**src/rtl/pipe_pkg.sv**
```systemverilog
// pipe_pkg: shared constants and FSM state type for the MEM pipeline stage
package pipe_pkg;
  localparam int DATA_W = 32;
  localparam logic [3:0] BE_WORD = 4'hF;
  localparam logic [4:0] RA_ADDR = 5'd31;
  typedef enum logic {IDLE, BUSY} state_t;
endpackage

```
**src/rtl/load_align.sv**
```systemverilog
// load_align: selects the addressed byte lane of a load and sign/zero-extends it
module load_align
  import pipe_pkg::*;
(
  input  logic [DATA_W-1:0] rdata_i,
  input  logic [1:0]        offset_i,
  input  logic              byte_i,
  input  logic              sign_i,
  output logic [DATA_W-1:0] data_o
);
  logic [7:0] lane;
  assign lane = rdata_i[{offset_i, 3'b000} +: 8];
  assign data_o = byte_i ? {{24{sign_i & lane[7]}}, lane} : rdata_i;
endmodule

```
**src/rtl/mem_access_stage.sv**
```systemverilog
// mem_access_stage: MEM pipeline stage driving a req/ack data-memory port and the WB registers
// Define ALIGN_CHECK_EN to reject misaligned word accesses with a misalign_err pulse.
module mem_access_stage
  import pipe_pkg::*;
(
  input  logic              clk,
  input  logic              rst,
  input  logic [DATA_W-1:0] PC_MEM,
  input  logic [DATA_W-1:0] ALU_OUT_MEM,
  input  logic [DATA_W-1:0] MEM_WRITE_MEM,
  input  logic [DATA_W-1:0] REG_WRITE,
  input  logic [4:0]        REG_WRITE_ADDR,
  input  logic              RegWr_MEM,
  input  logic              MemRd_MEM,
  input  logic              MemWr_MEM,
  input  logic              SigCtr_MEM,
  input  logic              byte_MEM,
  output logic              dmem_req,
  output logic              dmem_we,
  output logic [DATA_W-1:0] dmem_addr,
  output logic [DATA_W-1:0] dmem_wdata,
  output logic [3:0]        dmem_be,
  input  logic              dmem_ack,
  input  logic [DATA_W-1:0] dmem_rdata,
  output logic              stall,
  output logic [DATA_W-1:0] PC_WB,
  output logic              RegWr_WB,
  output logic [4:0]        REG_WRITE_ADDR_WB,
  output logic [DATA_W-1:0] REG_WRITE_DATA_WB,
  output logic              misalign_err
);
  state_t state_q, state_d;
  logic req_q, req_d, we_q, we_d, rw_q, rw_d;
  logic [3:0] be_q, be_d;
  logic [4:0] wa_q, wa_d;
  logic [DATA_W-1:0] addr_q, addr_d, wdata_q, wdata_d, pc_q, pc_d, wd_q, wd_d, ld_data;
  logic is_mem, mis;
  assign is_mem = MemRd_MEM | MemWr_MEM;
`ifdef ALIGN_CHECK_EN
  logic mis_q;
  assign mis = is_mem & ~byte_MEM & (ALU_OUT_MEM[1:0] != 2'b00);
  always_ff @(posedge clk) mis_q <= rst & (state_q == IDLE) & mis;
  assign misalign_err = mis_q;
`else
  assign mis = 1'b0;
  assign misalign_err = 1'b0;
`endif
  load_align u_load_align (
    .rdata_i (dmem_rdata),
    .offset_i(ALU_OUT_MEM[1:0]),
    .byte_i  (byte_MEM),
    .sign_i  (SigCtr_MEM),
    .data_o  (ld_data)
  );
  // WB registers default to a bubble; only completed or non-memory ops load them
  always_comb begin
    state_d = state_q;
    req_d = req_q;
    we_d = we_q;
    be_d = be_q;
    addr_d = addr_q;
    wdata_d = wdata_q;
    pc_d = '0;
    rw_d = 1'b0;
    wa_d = '0;
    wd_d = '0;
    stall = 1'b0;
    if (state_q == IDLE) begin
      if (is_mem && !mis) begin
        stall = 1'b1;
        state_d = BUSY;
        req_d = 1'b1;
        we_d = MemWr_MEM;
        be_d = byte_MEM ? 4'b0001 << ALU_OUT_MEM[1:0] : BE_WORD;
        addr_d = {ALU_OUT_MEM[31:2], 2'b00};
        wdata_d = byte_MEM ? {4{MEM_WRITE_MEM[7:0]}} : MEM_WRITE_MEM;
      end else begin
        pc_d = PC_MEM;
        rw_d = RegWr_MEM & ~mis;
        wa_d = REG_WRITE_ADDR;
        wd_d = REG_WRITE;
      end
    end else if (dmem_ack) begin
      state_d = IDLE;
      req_d = 1'b0;
      pc_d = PC_MEM;
      rw_d = RegWr_MEM;
      wa_d = REG_WRITE_ADDR;
      wd_d = we_q ? REG_WRITE : ld_data;
    end else begin
      stall = 1'b1;
    end
    if (!rst) stall = 1'b0;
  end
  always_ff @(posedge clk) begin
    if (!rst) begin
      state_q <= IDLE;
      req_q <= 1'b0;
      we_q <= 1'b0;
      be_q <= '0;
      addr_q <= '0;
      wdata_q <= '0;
      pc_q <= '0;
      rw_q <= 1'b0;
      wa_q <= '0;
      wd_q <= '0;
    end else begin
      state_q <= state_d;
      req_q <= req_d;
      we_q <= we_d;
      be_q <= be_d;
      addr_q <= addr_d;
      wdata_q <= wdata_d;
      pc_q <= pc_d;
      rw_q <= rw_d;
      wa_q <= wa_d;
      wd_q <= wd_d;
    end
  end
  assign dmem_req = req_q;
  assign dmem_we = we_q;
  assign dmem_be = be_q;
  assign dmem_addr = addr_q;
  assign dmem_wdata = wdata_q;
  assign PC_WB = pc_q;
  assign RegWr_WB = rw_q;
  assign REG_WRITE_ADDR_WB = wa_q;
  assign REG_WRITE_DATA_WB = wd_q;
endmodule

```
**config.mk**
```make
export PLATFORM = sky130hd
export DESIGN_NAME = mem_access_stage
export DESIGN_NICKNAME = d
export VERILOG_FILES = /design/src/rtl/pipe_pkg.sv /design/src/rtl/load_align.sv /design/src/rtl/mem_access_stage.sv
export SDC_FILE = /design/constraint.sdc
export NUM_CORES = 1
export LEC_CHECK = 0
export ABC_AREA = 1
export CAP_MARGIN = 20
export CORE_MARGIN = 3
export CORE_UTILIZATION = 41
export CTS_CLUSTER_SIZE = 30
export DETAILED_ROUTE_END_ITERATION = 10
export GPL_TIMING_DRIVEN = 0
export PLACE_DENSITY = 0.9
export SLEW_MARGIN = 15
export SYNTH_ARGS = -nofsm -noshare
export SYNTH_HDL_FRONTEND = slang
export SYNTH_HIERARCHICAL = 1
export SYNTH_SLANG_ARGS = --single-unit
```
**constraint.sdc**
```tcl
create_clock -name clk -period 1.8 [get_ports clk]
set_clock_uncertainty 0.2 [all_clocks]
set_input_delay 0.36 -clock clk [delete_from_list [all_inputs] [get_ports clk]]
set_output_delay 0.36 -clock clk [all_outputs]
set_load 0.02 [all_outputs]
```
# Word level (Yosys, flattened, before mapping)
# Cells that the tools add are included.
[totals]
reg_bits = 139
input_bits = 173
out_inout_bits = 142
[classes]
n_eq_ne = 1
shift = 2
n_mux = 23
bitwise_logic = 3
n_reduce_logical = 3
[ops]
columns = ["cell", "n"]
rows = [
  ["32-bit 2-to-1 mux", 9],
  ["32-bit by 6-bit indexed part select with 8-bit output", 1],
  ["5-bit 2-to-1 mux", 3],
  ["1-bit 2-to-1 mux", 10],
  ["4-bit 2-to-1 mux", 1],
  ["2-bit AND reduction", 2],
  ["1-bit by 2-bit left shift with 4-bit output, first input constant", 1],
  ["2-bit inequality test, second input constant", 1],
  ["2-bit nonzero test", 1],
  ["1-bit bitwise AND", 1],
  ["1-bit inverter", 1],
  ["1-bit bitwise OR", 1],
]

# Logic depth before layout (Yosys ltp)
[depth]
depth_word = 6
ltp_mapped = 12
ltp_nobuf = 10

# Modules after synthesis
# Netlist, hierarchy kept.
[by_module_without_submodules]
columns = ["module", "n_inst", "cells_per_inst", "area_per_inst_um2"]
rows = [
  ["mem_access_stage", 1, 905, 5958.2],
  ["load_align", 1, 123, 561.8],
]

# Least setup slack after synthesis
# Ideal clock, no wire load.
[synth_path]
path_kind = "input-to-output"
from = "in rst"
to = "out stall"
arrival_time_ps = 1170
required_ps = 1240
setup_slack_ps = 70
cell_stages = 4
path_buffers = 2
cell_sequence = "buf_2 -> clkinv_1 -> clkbuf_1 -> nor2_1"
[synth_via]
elab_chain_len = 1
[synth_rtl]
columns = ["item", "line", "source"]
rows = [
  ["start, declared", "mem_access_stage.sv:7", "input logic rst,"],
  ["1-bit 2-to-1 mux", "mem_access_stage.sv:93", "if (!rst) stall = 1'b0;"],
  ["end, declared", "mem_access_stage.sv:25", "output logic stall,"],
]
# Every way passes these cells.

# Worst setup path after layout
[layout_path]
from = "reg state_q"
to = "out stall"
[layout_via]
elab_chain_len = 2
[layout_rtl]
columns = ["item", "line", "source"]
rows = [
  ["start, declared", "mem_access_stage.sv:32", "state_t state_q, state_d;"],
  ["start signal, assigned", "mem_access_stage.sv:108", "state_q <= state_d;"],
  ["1-bit 2-to-1 mux", "mem_access_stage.sv:68", "if (state_q == IDLE) begin"],
  ["1-bit 2-to-1 mux", "mem_access_stage.sv:93", ""],
]
# Every way passes these cells.

==> impl_metrics.yaml <==
placement:
  io_buffers: 310
  dpl.cell_count: 1551
  gp_congestion: 0.9201
  hpwl_mm: 17.54
timing:
  min_period_over_period_pct: 100.5
  slew_violations: 0
  fmaxAchievable_ghz: 0.5525
  tightest_slew_ns: 0.5481
  setup_tns_ns: -0.009815
  setup_ws_ns: -0.009815
  post-route-min-period_ns: 1.810
  rsz0062_at_grt: "yes"
  finalHoldViolCount: 0
  finalSetupViolCount: 1
  relSlewSlack_pct: 63.46
worst_setup_path:
  crit_path_start_kind: "flop"
  rr_endpoint: "dmem_wdata[27]$_SDFFE_PN0P_"
  rr_worst_depth: 7
  critPathLaunch: "state_q$_DFF_P_"
  cpMostUsedCell: "nand2_2"
  required_ns: 1.24
  ff2ff_setup_slack_ns: 0.24
  critPathKind: "flop to output pin"
  crit_chain: "inv_8 > nand2_2 > nand2_2 > nor2_4 > buf_6"
  crit_path_max_incr_delay_ns: 0.40
  crit_path_end_kind: "output pin"
  crit_slowest_cell: "dfxtp_4"
  arrival_ns: 1.25
  crit_fanout: 4
  r2r_start: "state_q$_DFF_P_"
logic_synthesis:
  synth_top_cell_area_share_pct: 42.68
  synth_top_flop_cell: "dfxtp_1"
  yosysWarnings: 6
  synthCells: 1028
  synth_most_common_cell: "nand2_1"
  synth-seq-cells: 139
  syn_area_per_cell_um2: 6.342
  synth_edf_count: 0
  yosys.area.top_type: "dfxtp_1"
  synthArstFlopShare_pct: 0
  netlist_area_um2: 6520
  ys_types: 21
  synth_area_leaders: "dfxtp_1 43%, nand2_1 16%, inv_1 12%"
  synthTopCellsByCount: "278 x nand2_1, 202 x inv_1, 162 x nor2_1"
  ys_seq_area_share_pct: 42.68
grt:
  antenna_found_initial: 1
  grt_pass1_vias: 7017
  grt_use_total_pct: 25.75
  grt_pass1_wl_mm: 35.97
  gr-total-overflow: 0
  grt_max_degree: 17
power_and_ir_drop:
  power.density_nw_per_um2: 865.9
  p_sw_w: 0.002708
  seq_power_share_pct: 37.3
  power_switching_share_pct: 29.76
  pwr-share-comb_pct: 22.5
  p_leak_nw: 5.821
  pwr-share-clk_pct: 40.2
  peakVddDrop_uv: 604.5
  p_int_w: 0.006392
finish:
  drive_gt1_share_pct: 9.986
  syn2layout_area_growth_pct: 61.18
  finalNetCount: 1542
  instances_no_fill: 1594
routing:
  drc: 0
  routed_wl_mm: 23.37
  vias: 7315
  drt-pass1-iter-count: 5
  detail-route-antenna-nets: 0
  routed_via_density: 4.589
  drt_iter0_markers: 392
  wl_per_cell_um: 14.66
die:
  std_cell_rows: 45
  die_w_um: 132.1
  core_area_um2: 15370
  die-height_um: 132.1
  start_util_pct: 42.42
  die-area_um2: 17450
  ios: 315
cts:
  cts_root_buffer: "clkbuf_16"
  h-tree-depth: 4
  cts_max_path_buffers: 2
  cts.reportedPaths.clkPinSlew_ns: 0.06
  cts_hold_buffers: 0
  clock_sinks: 139
  cts_tree: "yes"
  cts_buffers: 17
  clk_latency_ns: 0.42
worst_hold_path:
  hold-path-endpoint: "dmem_be[1]$_SDFFE_PN0P_"
  min_path_type: "input port to flop"
  holdPathStages: 4
  hold_start: "ALU_OUT_MEM[1]"
status:
  status: "finished, violations left"
  violations: "setup timing"
job:
  drv_cap: 0
-- flip-flops by register name, indices dropped and copies added (netlist names) --
signal	count
REG_WRITE_DATA_WB	32
dmem_req	1
REG_WRITE_ADDR_WB	5
dmem_addr	30
state_q	1
PC_WB	32
dmem_we	1
dmem_be	4
dmem_wdata	32
RegWr_WB	1
-- logic make-up (layout without fill, tap and decap cells) --
group / after synthesis / in the layout / synth area share (%)
flip-flops: 139 / 139 / 42.68
other: 1 / 4 / 0.05752
AND/OR/NAND/NOR: 550 / 550 / 34.77
buffers and inverters: 265 / 617 / 16.89
AO/OA/AOI/OAI: 73 / 73 / 5.603
-- how the worst max path moves through the flow --
stage / end / cells after the start
after floorplan: stall / 4
after global placement: stall / 6
after detailed placement: stall / 6
after CTS: stall / 6
after global routing: stall / 5
final: stall / 5
-- layout make-up --
class,instances,area (um2)
fill,1306,4862
buffer,59,339.1
tap,211,264.0
antenna,1,2.502
clock buffer,18,429.2
clock inverter,14,187.7
multi-input combinational,626,2685
sequential,139,2786
inverter,206,789.5
timing repair buffer,320,3025
-- layout by cell type (no fill, tap or decap), types with 2 or more instances in the layout --
cell type / synthesis / layout
a21oi_1: 34 / 33
buf_1: 6 / 6
buf_2: 26 / 27
buf_4: 9 / 16
buf_6: 5 / 7
bufinv_16: 0 / 3
clkbuf_1: 13 / 9
clkbuf_16: 0 / 18
clkbuf_2: 0 / 6
clkdlybuf4s50_1: 0 / 163
clkinv_4: 0 / 4
clkinvlp_4: 0 / 4
conb_1: 1 / 3
dfxtp_1: 139 / 138
dlygate4sd2_1: 0 / 140
dlymetal6s2s_1: 0 / 4
inv_1: 202 / 202
inv_4: 1 / 2
inv_6: 0 / 2
inv_8: 0 / 3
nand2_1: 278 / 274
nand2_2: 12 / 15
nand3_1: 75 / 72
nand3_2: 0 / 3
nor2_1: 162 / 161
nor2_2: 20 / 20
nor2_4: 2 / 3
o21ai_0: 38 / 35
o21ai_1: 1 / 4
-- metrics by stage --
step / setup WS (ns) / hold slack [ns] / instance area, um2 / util [%] / total power (W)
after floorplan: 0.06959 / 0.2722 / 6528 / - / 0.004512
after global placement: -0.7776 / 0.2624 / 9894 / 64.37 / 0.005553
after detailed placement: -0.7915 / 0.2699 / 9894 / 64.37 / 0.005593
after CTS: -0.2026 / 0.1525 / 10350 / 67.31 / 0.009108
after global routing: -0.07584 / 0.1984 / 10510 / 68.37 / 0.009484
final: -0.009815 / 0.1699 / 10510 / 68.37 / 0.009100
-- power by group through the flow --
stage,Sequential (W),Combinational [W],Clock [W]
5_1_grt,0.00341,0.00224,0.00383
6_report,0.00339,0.00205,0.00366
3_5_place_dp,0.00346,0.00213,0
3_3_place_gp,0.00345,0.00210,0
4_1_cts,0.00339,0.00201,0.00371
2_1_floorplan,0.00372,0.000792,0
-- critical path: cells and delay by family, from the launching register on --
family        cells  cell delay, ns
buf+inv           2            0.18
flops             1            0.40
simple gates      3            0.26
-- layer usage --
metal  share of wire (%)  GRT usage [%]  wire length, um
met3                 8.5          7.519             1995
met5                   0              0                0
met2                  50          46.12            11790
met1                  39          29.35             9027
met4                 2.4          8.460              564
-- repair_timing --
item,CTS,global route
setup endpoints to repair,189,24
cloned,0,2
resized for setup,156,32
buffers inserted,1,7
pin swaps,1,4
No activity file was read; power rests on OpenSTA's default activity.
